--- config.mk ---
export PLATFORM = sky130hd
export DESIGN_NAME = rps_match_driver
export DESIGN_NICKNAME = d
export VERILOG_FILES = /design/src/rtl/rps_match_driver.sv
export SDC_FILE = /design/constraint.sdc
export NUM_CORES = 1
export LEC_CHECK = 0
export ABC_AREA = 1
export CAP_MARGIN = 10
export CELL_PAD_IN_SITES_DETAIL_PLACEMENT = 1
export CELL_PAD_IN_SITES_GLOBAL_PLACEMENT = 1
export CORE_ASPECT_RATIO = 0.5
export CORE_MARGIN = 2
export CORE_UTILIZATION = 25
export DETAILED_ROUTE_END_ITERATION = 10
export PLACE_DENSITY_LB_ADDON = 0.15
export SYNTH_ARGS = -nofsm -noshare
export SYNTH_HDL_FRONTEND = slang
export SYNTH_SLANG_ARGS = --single-unit
--- constraint.sdc ---
create_clock -name clk -period 6.9 [get_ports clk]
set_clock_uncertainty 0.2 [all_clocks]
set_input_delay 1.38 -clock clk [delete_from_list [all_inputs] [get_ports clk]]
set_output_delay 1.38 -clock clk [all_outputs]
set_load 0.02 [all_outputs]
--- src/rtl/rps_match_driver.sv ---
// Initiator for the stone-paper-scissors game core: loads moves, runs the start
// handshake, samples the winner code and keeps a best-of-ROUNDS match score.
module rps_match_driver #(
    parameter int         ROUNDS      = 5,
    parameter logic [7:0] LFSR_SEED   = 8'hA5,
    parameter int         SAMPLE_DLY  = 2,
    parameter int         RELEASE_CYC = 2
) (
    input  logic       clk,
    input  logic       rst_n,
    input  logic       go,
    input  logic       vs_cpu,
    input  logic [1:0] p1_sel,
    input  logic [1:0] p2_sel,
    input  logic [1:0] result_i,
    output logic       start_o,
    output logic [1:0] p1_move_o,
    output logic [1:0] p2_move_o,
    output logic       round_done,
    output logic       match_done,
    output logic [1:0] match_winner,
    output logic [3:0] p1_score,
    output logic [3:0] p2_score,
    output logic [3:0] round_cnt
);

    localparam logic [3:0] WIN_PTS      = 4'(ROUNDS / 2 + 1);
    localparam logic [3:0] MAX_ROUNDS   = 4'(ROUNDS);
    localparam logic [7:0] SAMPLE_LAST  = 8'(SAMPLE_DLY - 1);
    localparam logic [7:0] RELEASE_LAST = 8'(RELEASE_CYC - 1);

    typedef enum logic [2:0] {
        S_IDLE,
        S_LOAD,
        S_START,
        S_RELEASE,
        S_DONE
    } state_t;

    state_t     r_state;
    logic [7:0] r_lfsr;
    logic       r_go_q;
    logic [7:0] r_cnt;
    logic       r_start;
    logic [1:0] r_p1_move;
    logic [1:0] r_p2_move;
    logic       r_round_done;
    logic       r_match_done;
    logic [1:0] r_match_winner;
    logic [3:0] r_p1_score;
    logic [3:0] r_p2_score;
    logic [3:0] r_round_cnt;

    logic       w_go_rise;
    logic [1:0] w_cpu_move;
    logic       w_match_over;
    logic [1:0] w_winner;

    function automatic logic [3:0] sat_inc(input logic [3:0] v);
        return (v == 4'hF) ? v : v + 4'd1;
    endfunction

    assign w_go_rise    = go & ~r_go_q;
    assign w_cpu_move   = 2'(r_lfsr % 8'd3);
    assign w_match_over = (r_p1_score == WIN_PTS) || (r_p2_score == WIN_PTS) ||
                          (r_round_cnt == MAX_ROUNDS);
    assign w_winner     = (r_p1_score > r_p2_score) ? 2'b01 :
                          (r_p2_score > r_p1_score) ? 2'b10 : 2'b00;

    // Fibonacci LFSR, taps 8,6,5,4; free-running so the CPU move depends on timing
    always_ff @(posedge clk or negedge rst_n) begin
        if (!rst_n) begin
            r_lfsr <= LFSR_SEED;
            r_go_q <= 1'b0;
        end else begin
            r_lfsr <= {r_lfsr[6:0], r_lfsr[7] ^ r_lfsr[5] ^ r_lfsr[4] ^ r_lfsr[3]};
            r_go_q <= go;
        end
    end

    always_ff @(posedge clk or negedge rst_n) begin
        if (!rst_n) begin
            r_state        <= S_IDLE;
            r_cnt          <= '0;
            r_start        <= 1'b0;
            r_p1_move      <= 2'b00;
            r_p2_move      <= 2'b00;
            r_round_done   <= 1'b0;
            r_match_done   <= 1'b0;
            r_match_winner <= 2'b00;
            r_p1_score     <= '0;
            r_p2_score     <= '0;
            r_round_cnt    <= '0;
        end else begin
            r_round_done <= 1'b0;
            case (r_state)
                S_IDLE, S_DONE: begin
                    if (w_go_rise) begin
                        r_p1_score     <= '0;
                        r_p2_score     <= '0;
                        r_round_cnt    <= '0;
                        r_match_done   <= 1'b0;
                        r_match_winner <= 2'b00;
                        r_state        <= S_LOAD;
                    end
                end
                S_LOAD: begin
                    r_p1_move <= p1_sel;
                    r_p2_move <= vs_cpu ? w_cpu_move : p2_sel;
                    r_start   <= 1'b1;
                    r_cnt     <= '0;
                    r_state   <= S_START;
                end
                // Game core is in EVALUATE only on the last start cycle
                S_START: begin
                    if (r_cnt == SAMPLE_LAST) begin
                        r_start      <= 1'b0;
                        r_round_done <= 1'b1;
                        r_round_cnt  <= sat_inc(r_round_cnt);
                        case (result_i)
                            2'b01:   r_p1_score <= sat_inc(r_p1_score);
                            2'b10:   r_p2_score <= sat_inc(r_p2_score);
                            default: ;
                        endcase
                        r_cnt   <= '0;
                        r_state <= S_RELEASE;
                    end else begin
                        r_cnt <= r_cnt + 8'd1;
                    end
                end
                S_RELEASE: begin
                    if (r_cnt == RELEASE_LAST) begin
                        if (w_match_over) begin
                            r_match_done   <= 1'b1;
                            r_match_winner <= w_winner;
                            r_state        <= S_DONE;
                        end else begin
                            r_state <= S_LOAD;
                        end
                    end else begin
                        r_cnt <= r_cnt + 8'd1;
                    end
                end
                default: r_state <= S_IDLE;
            endcase
        end
    end

    assign start_o      = r_start;
    assign p1_move_o    = r_p1_move;
    assign p2_move_o    = r_p2_move;
    assign round_done   = r_round_done;
    assign match_done   = r_match_done;
    assign match_winner = r_match_winner;
    assign p1_score     = r_p1_score;
    assign p2_score     = r_p2_score;
    assign round_cnt    = r_round_cnt;

endmodule

==> run_results.csv, run 1 <==
group,metric,value,unit
synth,synth_area_per_cell,8.01,sq um
timing,fin_crit_sh,46.1,%
clock_tree,clock-sinks,41,
global_route,grt_pass1_wl,10.2,mm
synth,synth.distinct_cells,36,
critical_path,cpMostUsedCell,"nand2_1",
final_layout,layout-drive-gt1-share,12.0,%
clock_tree,clkTransAtPathRegs,0.06,ns
power,switchingPower,0.000440,W
clock_tree,cts_resized,0,
global_route,track_usage,12.3,%
final_layout,area_growth,25.5,%
timing,worstMarginPinSlew,0.961,ns
critical_path,crit_end,"p2_move_o[0]",
timing,slew_headroom,35.9,%
timing,final.setup.tns,0,ns
placement,hpwl,4.55,mm
power,switching_share,41.2,%
clock_tree,holdBufCountCts,0,
drt,drc_errors,0,
timing,setup_viol,0,
power,p_per_area,358,nW/um^2
global_route,grt_util_met3,2.36,%
global_route,grt.met1_usage,15.6,%
critical_path,crit-reg2reg-launch,"r_lfsr[5]",
floorplanning,die_w,142,um
synth,syn-cell-area,2370,sq um
placement,detailedPlace.worstSlack,3.62,ns
placement,portBuffers,30,
timing,rsz0062_at_grt,"no",
global_route,grt-ovfl-total,0,
global_route,grt_max_degree,42,
clock_tree,cts_tree,"built",
clock_tree,root_buffer,"clkbuf_16",
status,outcome,"finished, final reports clean",
drt,drtPass1Iterations,4,
final_layout,fin_nets,355,
critical_path,crit_type,"flop to flop",
floorplanning,coreArea,9320,sq um
placement,gp_congestion,0.772,
final_layout,postLayoutCellArea,2980,sq um
floorplanning,top_level_ports,31,
clock_tree,cts_max_path_buffers,2,
synth,syn_nets,318,
critical_path,crit_path_end_kind,"flop",
hold_path,hold_class,"flop to flop",
floorplanning,dieArea,10300,sq um
clock_tree,htreeDepth,2,
synth,yosys_warnings,0,
drt,wl_per_cell,12.8,um
critical_path,crit_fanout,7,
synth,ys_seq_elements,41,
synth,ys_async_sr_fraction,100,%
power,vdd_ir_drop_max,91.2,uV
drt,via_count,2087,
timing,slew_violations,0,
power,p_total,0.00107,W
job,drv_cap,0,
critical_path,slowest_stage,"dfstp_2",
critical_path,crit_arrival,3.16,ns
placement,placed_area,2820,sq um
floorplanning,num_rows,25,
critical_path,r2r_slack,3.72,ns
critical_path,crit_chain,"nand2_1 -> nand2_1 -> nand3_2 -> nand2_1 -> nand2_1 -> nand3_1 -> nand2_2 -> o21bai_2 -> nand2_1 -> inv_1 -> ha_1 -> a21oi_2 -> nand2_1 -> nand2_1 -> nand2_1 -> inv_1 -> ha_1 -> o21bai_1 -> nor2_2 -> nand2_2 -> nand2_1 -> nand3_1 -> nand2_1 -> nand2_1",
power,seqPwrFrac,32.8,%
synth,ys_seq_area_share,43.5,%
global_route,grt-busiest-layer,"met2",
synth,synth_edf_count,0,
drt,viasPerCell,4.59,
drt,first_iter_violations,53,
power,comb_power_share,44.0,%
final_layout,n_antenna_cell,0,
global_route,antenna_found_initial,0,
drt,wl,5.81,mm
critical_path,slowest_delay,0.60,ns
global_route,globalRouteMet2Util,21.9,%
timing,fin_ws,3.72,ns
critical_path,r2r_end,"p2_move_o[0]",
timing,hold_viol_final,0,
power,clockPowerShare,23.2,%
power,cellLeakagePower,1.34,nW
clock_tree,cts_buffers,5,
critical_path,crit_required,6.88,ns
critical_path,crit_start,"r_lfsr[5]",
global_route,grt_pass1_vias,2171,
timing,clock.fmax,314,MHz
critical_path,r2r_cells,24,
floorplanning,dieHeight,72.9,um
synth,synthFlopType,"dfrtp_1",
synth,syn_inst,296,
clock_tree,cts_setup_buffers,0,
power,internal_power,0.000627,W
floorplanning,start_util,25.4,%
clock_tree,worstSkewPairLatency,0.28,ns
timing,min_period,3.18,ns
drt,antenna_left,0,
critical_path,crit_path_start_kind,"flop",
final_layout,final_core_util,31.9,%
[area by class of cell]
| type | count | area (sq um) |
|---|---|---|
| multi-input cells | 203 | 1140 |
| fillers | 1139 | 6350 |
| well taps | 121 | 151 |
| flip-flops and latches | 41 | 1030 |
| inverters | 52 | 195 |
| clock buffers | 7 | 153 |
| repair buffers | 30 | 295 |
| clock inverters | 1 | 5.00 |
[critical path, delay by kind of cell (launching register included)]
| family | cells | cell delay, ns |
|---|---|---|
| buffers and inverters | 2 | 0.10 |
| AO/OA/AOI/OAI | 3 | 0.37 |
| adder cells (fa/ha/maj) | 2 | 0.36 |
| flip-flops | 1 | 0.60 |
| AND/OR/NAND/NOR | 17 | 1.45 |
[flip-flops by register name (all words and copies together), names as in the netlist]
name	count
start_o	1
p2_move_o	2
r_lfsr	8
round_cnt	4
match_winner	2
round_done	1
p2_score	4
r_state	3
match_done	1
r_cnt	8
p1_move_o	2
r_go_q	1
p1_score	4
[metrics by stage]
step | cells | hold slack [ns]
after global routing | 455 | 0.229
after CTS | 455 | 0.220
after detailed placement | 447 | 0.212
after floorplan | 296 | 0.202
after global placement | 447 | 0.212
final | 455 | 0.216
[metal layers]
metal	routed length (um)	up-vias
met5	0	-
met4	58	0
met3	118	7
met2	2840	15
met1	2790	1017
li1	-	1048
[power by group through the flow]
stage | combinational (W) | sequential (W) | clock, W
after floorplan | 0.000250 | 0.000393 | 0
after global placement | 0.000468 | 0.000353 | 0
after detailed placement | 0.000479 | 0.000355 | 0
after CTS | 0.000482 | 0.000352 | 0.000257
after global routing | 0.000535 | 0.000361 | 0.000265
final | 0.000469 | 0.000350 | 0.000247
[synth_stat cells (4+ instances only)]
library cell	n	area, sq um
a21oi_1	12	60.1
dfrtp_1	37	926
dfstp_2	4	105
ha_1	12	150
inv_1	47	176
inv_2	5	18.8
nand2_1	63	236
nand2_2	9	56.3
nand3_1	26	130
nand4_1	4	25.0
nor2_1	16	60.1
nor3_1	7	35.0
o21ai_0	16	80.1
o22ai_1	5	31.3
[cell families (layout without fill, tap and decap cells)]
family	Yosys count	in the layout	synth area share (%)
compound gates	52	52	14.0
xor+xnor	4	4	1.48
flops	41	41	43.5
mux	1	1	0.422
fa+ha+maj	12	12	6.33
buf+inv	52	90	8.23
simple gates	134	134	26.0
[worst min-delay path by stage]
stage              start        end  slack [ns]  cells past startpoint
6_report       r_lfsr[2]  r_lfsr[3]        0.22                      0
5_1_grt        r_lfsr[2]  r_lfsr[3]        0.23                      0
4_1_cts        r_lfsr[2]  r_lfsr[3]        0.22                      0
3_5_place_dp   r_lfsr[2]  r_lfsr[3]        0.21                      0
3_3_place_gp   r_lfsr[2]  r_lfsr[3]        0.21                      0
2_1_floorplan  r_lfsr[2]  r_lfsr[3]        0.20                      0
[cells in the final DEF (no fill, tap or decap), drive strengths merged]
cell / instances
nand2: 72
inv: 52
dfrtp: 37
clkdlybuf4s50: 29
nand3: 29
o21ai: 19
nor2: 18
a21oi: 15
ha: 12
nor3: 7
clkbuf: 7
o22ai: 5
nand4: 4
dfstp: 4
o31ai: 3
nor4: 3
xnor2: 2
xor2: 2
o211ai: 2
o21bai: 2
a21o: 1
a32o: 1
o311ai: 1
a2bb2oi: 1
or2: 1
a31oi: 1
mux2i: 1
a21boi: 1
clkinv: 1
buf: 1
(Power assumes the default switching activity.)
==> run 2, diff against run 1 <==
==> constraint.sdc (replaced) <==
create_clock -name clk -period 3.1 [get_ports clk]
set_clock_uncertainty 0.2 [all_clocks]
set_input_delay 0.62 -clock clk [delete_from_list [all_inputs] [get_ports clk]]
set_output_delay 0.62 -clock clk [all_outputs]
set_load 0.02 [all_outputs]
==> run 2 against run 1 <==
Sequential share of layout area shrank 2.4 points. Utilization is 2.4 points higher. Non-clock buffer count up 15. Worst setup slack got worse by 3.7 ns. Sequential power rose by 120%. Critical path depth decreased by 2. Clock-buffer cell count rose by 1. Critical endpoint unchanged. Die area stayed put. Combinational power grew 130%. Fmax grew 3.1%. Register-to-register slack lost 3.7 ns.
==> run_results.csv, run 2 (synthesis results as in run 1) <==
group,metric,value,unit
status,outcome,"finished, final reports clean",
timing,slew_violations,0,
floorplanning,dieHeight,72.9,um
placement,placed_area,2840,sq um
clock_tree,clock-sinks,41,
floorplanning,coreArea,9320,sq um
critical_path,crit_start,"r_lfsr[5]",
power,vdd_ir_drop_max,240,uV
critical_path,slowest_stage,"dfstp_2",
critical_path,crit_type,"flop to flop",
critical_path,crit_arrival,3.05,ns
critical_path,crit_path_start_kind,"flop",
clock_tree,root_buffer,"clkbuf_16",
drt,via_count,2131,
critical_path,crit_chain,"nand2_2 -> nand2_2 -> nand3_2 -> buf_4 -> a21o_1 -> nand2_2 -> o21bai_4 -> nand2_2 -> inv_2 -> ha_4 -> a21oi_4 -> nand2_1 -> nand2_1 -> inv_1 -> ha_2 -> o21bai_4 -> nor2_4 -> nand2_2 -> nand2_1 -> nand3_1 -> nand2_1 -> nand2_1",
drt,drc_errors,0,
floorplanning,start_util,25.4,%
drt,drtPass1Iterations,4,
drt,wl_per_cell,13.3,um
critical_path,crit_end,"p2_move_o[0]",
global_route,antenna_found_initial,0,
drt,wl,6.25,mm
critical_path,cp_num_cells,22,
timing,clock.fmax,324,MHz
clock_tree,cts_max_path_buffers,2,
critical_path,critPathTopFamily,"simple AND/OR/NAND/NOR gates",
timing,fin_crit_sh,99.5,%
drt,first_iter_violations,88,
floorplanning,num_rows,25,
critical_path,crit-reg2reg-launch,"r_lfsr[5]",
final_layout,postLayoutCellArea,3200,sq um
floorplanning,top_level_ports,31,
power,p_total,0.00237,W
placement,place_inst,450,
placement,gp_congestion,0.796,
timing,worstMarginPinSlew,0.947,ns
final_layout,final_cell_mix,"nand2_1, inv_1, dfrtp_1",
critical_path,r2r_end,"p2_move_o[0]",
clock_tree,cts_tree,"built",
final_layout,largestRegisters,"r_cnt (8), r_lfsr (8)",
final_layout,layout_commonest_cell,"nand2_1",
global_route,track_usage,13.2,%
floorplanning,dieArea,10300,sq um
critical_path,slowest_delay,0.60,ns
global_route,grt_pass1_wl,10.9,mm
final_layout,layout-drive-gt1-share,20.9,%
drt,viasPerCell,4.53,
hold_path,hold_class,"flop to flop",
final_layout,fin_nets,370,
critical_path,crit_fanout,6,
final_layout,multi_input_area,1270,sq um
clock_tree,holdBufCountCts,0,
critical_path,crit_path_end_kind,"flop",
final_layout,ff_latch_area,1030,sq um
timing,setup_viol,0,
placement,hpwl,4.63,mm
global_route,grt_pass1_vias,2333,
final_layout,area_growth,34.8,%
power,cellLeakagePower,1.43,nW
clock_tree,htreeDepth,2,
critical_path,r2r_slack,0.02,ns
drt,antenna_left,0,
global_route,grt_max_degree,42,
global_route,grt-ovfl-total,0,
critical_path,r2r_cells,22,
floorplanning,die_w,142,um
clock_tree,worstSkewPairLatency,0.28,ns
clock_tree,clkTransAtPathRegs,0.06,ns
final_layout,n_antenna_cell,0,
placement,portBuffers,30,
critical_path,critPathBufInv,3,
timing,min_period,3.08,ns
timing,rsz0062_at_grt,"yes",
job,drv_cap,0,
power,p_per_area,743,nW/um^2
timing,slew_headroom,36.9,%
timing,hold_viol_final,0,
final_layout,fillers,1124,
final_layout,instances_no_fill,470,
critical_path,crit_required,3.07,ns
clock_tree,cts_buffers,5,
run 2: stage by stage:
stage / setup WS (ns) / hold WS, ns / TNS, ns / util, %
floorplan: 0.254 / 0.124 / 0 / -
global placement: 0.0876 / 0.214 / 0 / 30.5
detailed placement: -0.0713 / 0.215 / -0.103 / 30.5
CTS: 0.00885 / 0.220 / 0 / 33.2
global route: -0.211 / 0.233 / -0.364 / 34.3
finish: 0.0152 / 0.215 / 0 / 34.3
run 2: power breakdown:
part | switching [W] | total (W) | leakage, nW | internal [W]
logic | 0.000676 | 0.00109 | 0.834 | 0.000413
clock network | 0.000205 | 0.000505 | 0.0652 | 0.000300
registers | 0.000113 | 0.000779 | 0.531 | 0.000666
total | 0.000994 | 0.00237 | 1.43 | 0.00138
run 2: metal layers:
metal / global-route usage, % / part of all wire (%) / vias to the layer above / wire length, um
met2: 23.9 / 49 / 16 / 3090
met5: 0 / 0 / - / 0
met1: 16.3 / 47 / 1029 / 2950
met4: 3.67 / 1.4 / 0 / 85
met3: 2.49 / 1.9 / 7 / 116
li1: - / - / 1079 / -
run 2: worst min path at each step:
stage	start	endpoint	slack [ns]	cells after the start
floorplan	rst_n	match_done	0.12	0
global placement	r_lfsr[2]	r_lfsr[3]	0.21	0
detailed placement	r_lfsr[2]	r_lfsr[3]	0.22	0
CTS	r_lfsr[2]	r_lfsr[3]	0.22	0
global route	r_lfsr[2]	r_lfsr[3]	0.23	0
finish	r_lfsr[2]	r_lfsr[3]	0.22	0
run 2: cell type report:
class / count / area share, %
flip-flops and latches: 41 / 32.3
repair buffers: 45 / 13.0
clock buffers: 8 / 4.27
inverters: 52 / 6.11
multi-input cells: 203 / 39.6
well taps: 121 / 4.74
run 2: repair_timing:
| item | in CTS | in global routing |
|---|---|---|
| setup endpoints to repair | 2 | 2 |
| endpoints found under the hold margin | 0 | 0 |
| setup buffers | 7 | 5 |
| pin swaps | 10 | 14 |
| gates resized for setup | 14 | 17 |
==> run 3, diff against run 2 <==
--- a/config.mk
+++ b/config.mk
@@ -10,10 +10,10 @@
 export CELL_PAD_IN_SITES_DETAIL_PLACEMENT = 1
 export CELL_PAD_IN_SITES_GLOBAL_PLACEMENT = 1
 export CORE_ASPECT_RATIO = 0.5
-export CORE_MARGIN = 2
 export CORE_UTILIZATION = 25
 export DETAILED_ROUTE_END_ITERATION = 10
 export PLACE_DENSITY_LB_ADDON = 0.15
+export RECOVER_POWER = 100
 export SYNTH_ARGS = -nofsm -noshare
 export SYNTH_HDL_FRONTEND = slang
 export SYNTH_SLANG_ARGS = --single-unit
==> run 3 against run 2 <==
The flow now finishes with violations (max-capacitance violations, max-slew violations). Non-clock buffer count rose by 5. Largest cell class unchanged. Clock power rose by 10%. Highest routed layer unchanged. Utilization grew 1.5 points. Hold slack barely moved. Largest power group unchanged. Via count rose by 0.99%. Combinational power down 6%. Global-route usage is 0.83 points higher.
==> run_results.csv, run 3 (synthesis results as in run 1) <==
group,metric,value,unit
hold_path,hold_class,"flop to flop",
final_layout,ff_latch_area,1030,sq um
drt,wl,6.26,mm
job,drv_cap,1,
status,outcome,"finished, violations left",
timing,min_period,3.05,ns
hold_path,hold-path-endpoint,"r_lfsr[3]",
critical_path,crit_fanout,7,
clock_tree,cts_buffers,5,
final_layout,layout-drive-gt1-share,20.3,%
global_route,grt-ovfl-total,0,
timing,slew_violations,42,
power,cellLeakagePower,1.49,nW
clock_tree,htreeDepth,2,
drt,first_iter_violations,58,
placement,hpwl,4.50,mm
timing,setup_viol,0,
timing,worstMarginPinSlew,2.25,ns
final_layout,final_core_util,35.8,%
global_route,grt_pass1_wl,11.0,mm
critical_path,crit_type,"flop to flop",
drt,antenna_left,0,
critical_path,crit-reg2reg-launch,"r_lfsr[5]",
global_route,track_usage,14.0,%
timing,final.setup.tns,0,ns
final_layout,largestRegisters,"r_cnt (8), r_lfsr (8)",
critical_path,crit_path_start_kind,"flop",
floorplanning,start_util,26.5,%
critical_path,crit_required,3.08,ns
global_route,antenna_found_initial,0,
timing,clock.fmax,328,MHz
final_layout,fin_nets,375,
critical_path,crit_start,"r_lfsr[5]",
drt,drtPass1Iterations,4,
final_layout,n_antenna_cell,0,
drt,wl_per_cell,13.3,um
hold_path,hold_depth,0,
global_route,grt_max_degree,42,
critical_path,r2r_end,"p2_move_o[0]",
final_layout,final_cell_mix,"nand2_1, inv_1, dfrtp_1",
floorplanning,coreArea,8950,sq um
drt,viasPerCell,4.57,
floorplanning,num_rows,24,
clock_tree,holdBufCountCts,0,
final_layout,fillers,1067,
final_layout,postLayoutCellArea,3200,sq um
timing,rsz0062_at_grt,"yes",
floorplanning,die_w,140,um
critical_path,crit_arrival,3.03,ns
clock_tree,cts_tree,"built",
critical_path,r2r_cells,24,
floorplanning,dieHeight,70.9,um
floorplanning,top_level_ports,31,
status,violations,"max-capacitance violations, max-slew violations",
clock_tree,root_buffer,"clkbuf_16",
hold_path,hp-start,"r_lfsr[2]",
timing,slew_headroom,-50.3,%
timing,fin_crit_sh,98.3,%
floorplanning,dieArea,9900,sq um
clock_tree,worstSkewPairLatency,0.28,ns
final_layout,multi_input_area,1230,sq um
global_route,grt_pass1_vias,2305,
drt,via_count,2152,
power,p_per_area,734,nW/um^2
critical_path,crit_path_end_kind,"flop",
clock_tree,clock-sinks,41,
drt,drc_errors,0,
clock_tree,cts_max_path_buffers,2,
final_layout,layout_commonest_cell,"nand2_1",
placement,gp_congestion,0.771,
final_layout,area_growth,35.0,%
placement,portBuffers,30,
clock_tree,clkTransAtPathRegs,0.06,ns
timing,hold_viol_final,0,
placement,placed_area,2840,sq um
critical_path,r2r_slack,0.05,ns
power,vdd_ir_drop_max,191,uV
run 3: cell count changes in the layout (fill, tap and decap cells not counted), moves of 2 or more:
cell             previous run  this run
inv_2                       7         5
clkbuf_8                    0         2
clkdlybuf4s50_1            29         7
buf_4                      13        18
dlygate4sd3_1               0        22
nand3_4                     2         0
buf_6                       2         0
run 3: metal layers:
metal	track usage, %	part of all wire, %	vias up
met5	0	0	-
met4	5.25	1.4	0
met3	2.57	1.8	7
met2	24.1	49	16
met1	17.8	48	1034
li1	-	-	1095
run 3: report_power, final:
part / leakage, nW / internal [W] / switching, W
registers: 0.531 / 0.000666 / 0.000108
logic: 0.878 / 0.000362 / 0.000657
clock network: 0.0799 / 0.000341 / 0.000215
total: 1.49 / 0.00137 / 0.000980
run 3: layout make-up:
| type | count | share of cell area, % |
|---|---|---|
| clock buffers | 7 | 4.77 |
| clock inverters | 1 | 0.156 |
| inverters | 52 | 6.10 |
| multi-input cells | 203 | 38.5 |
| flip-flops and latches | 41 | 32.2 |
| well taps | 117 | 4.57 |
| repair buffers | 50 | 13.6 |
run 3: worst max-delay path by stage:
stage | to | slack, ns
6_report | p2_move_o[0] | 0.05
5_1_grt | p2_move_o[0] | -0.16
4_1_cts | p2_move_o[0] | -0.003
3_5_place_dp | p2_move_o[0] | -0.12
3_3_place_gp | p2_move_o[0] | 0.09
2_1_floorplan | p2_move_o[0] | 0.25
run 3: timing repair:
action	4_1_cts	5_1_grt
setup buffers	16	1
setup endpoints to repair	2	2
resized for setup	17	9
pin swaps	13	6
hold endpoints to repair	0	0
run 3: worst max-delay path, stage by stage, from the launching register on:
cell and delay [ns]:
dfstp_2 0.60, inv_2 0.07, nand2_4 0.07, nand2_2 0.05, nand3_2 0.09, nand2_1 0.07, inv_2 0.07, nand2_2 0.06
nand3_2 0.06, nand2_2 0.08, o21bai_4 0.13, nand2_2 0.08, buf_4 0.13, buf_4 0.12, buf_4 0.12, buf_4 0.12
buf_4 0.13, buf_4 0.12, buf_4 0.13, o21bai_4 0.12, nor2_4 0.05, nand3_1 0.07, nand3_1 0.07, nand2_1 0.06
nand2_1 0.04
run 3: through the flow:
stage | total power [W] | std cells | worst slack, ns | hold slack [ns]
after detailed placement | 0.00189 | 446 | -0.115 | 0.211
final | 0.00235 | 471 | 0.0519 | 0.215
after global routing | 0.00255 | 471 | -0.160 | 0.226
after CTS | 0.00246 | 470 | -0.00308 | 0.219
after global placement | 0.00186 | 446 | 0.0907 | 0.215
after floorplan | 0.00143 | 296 | 0.254 | 0.124
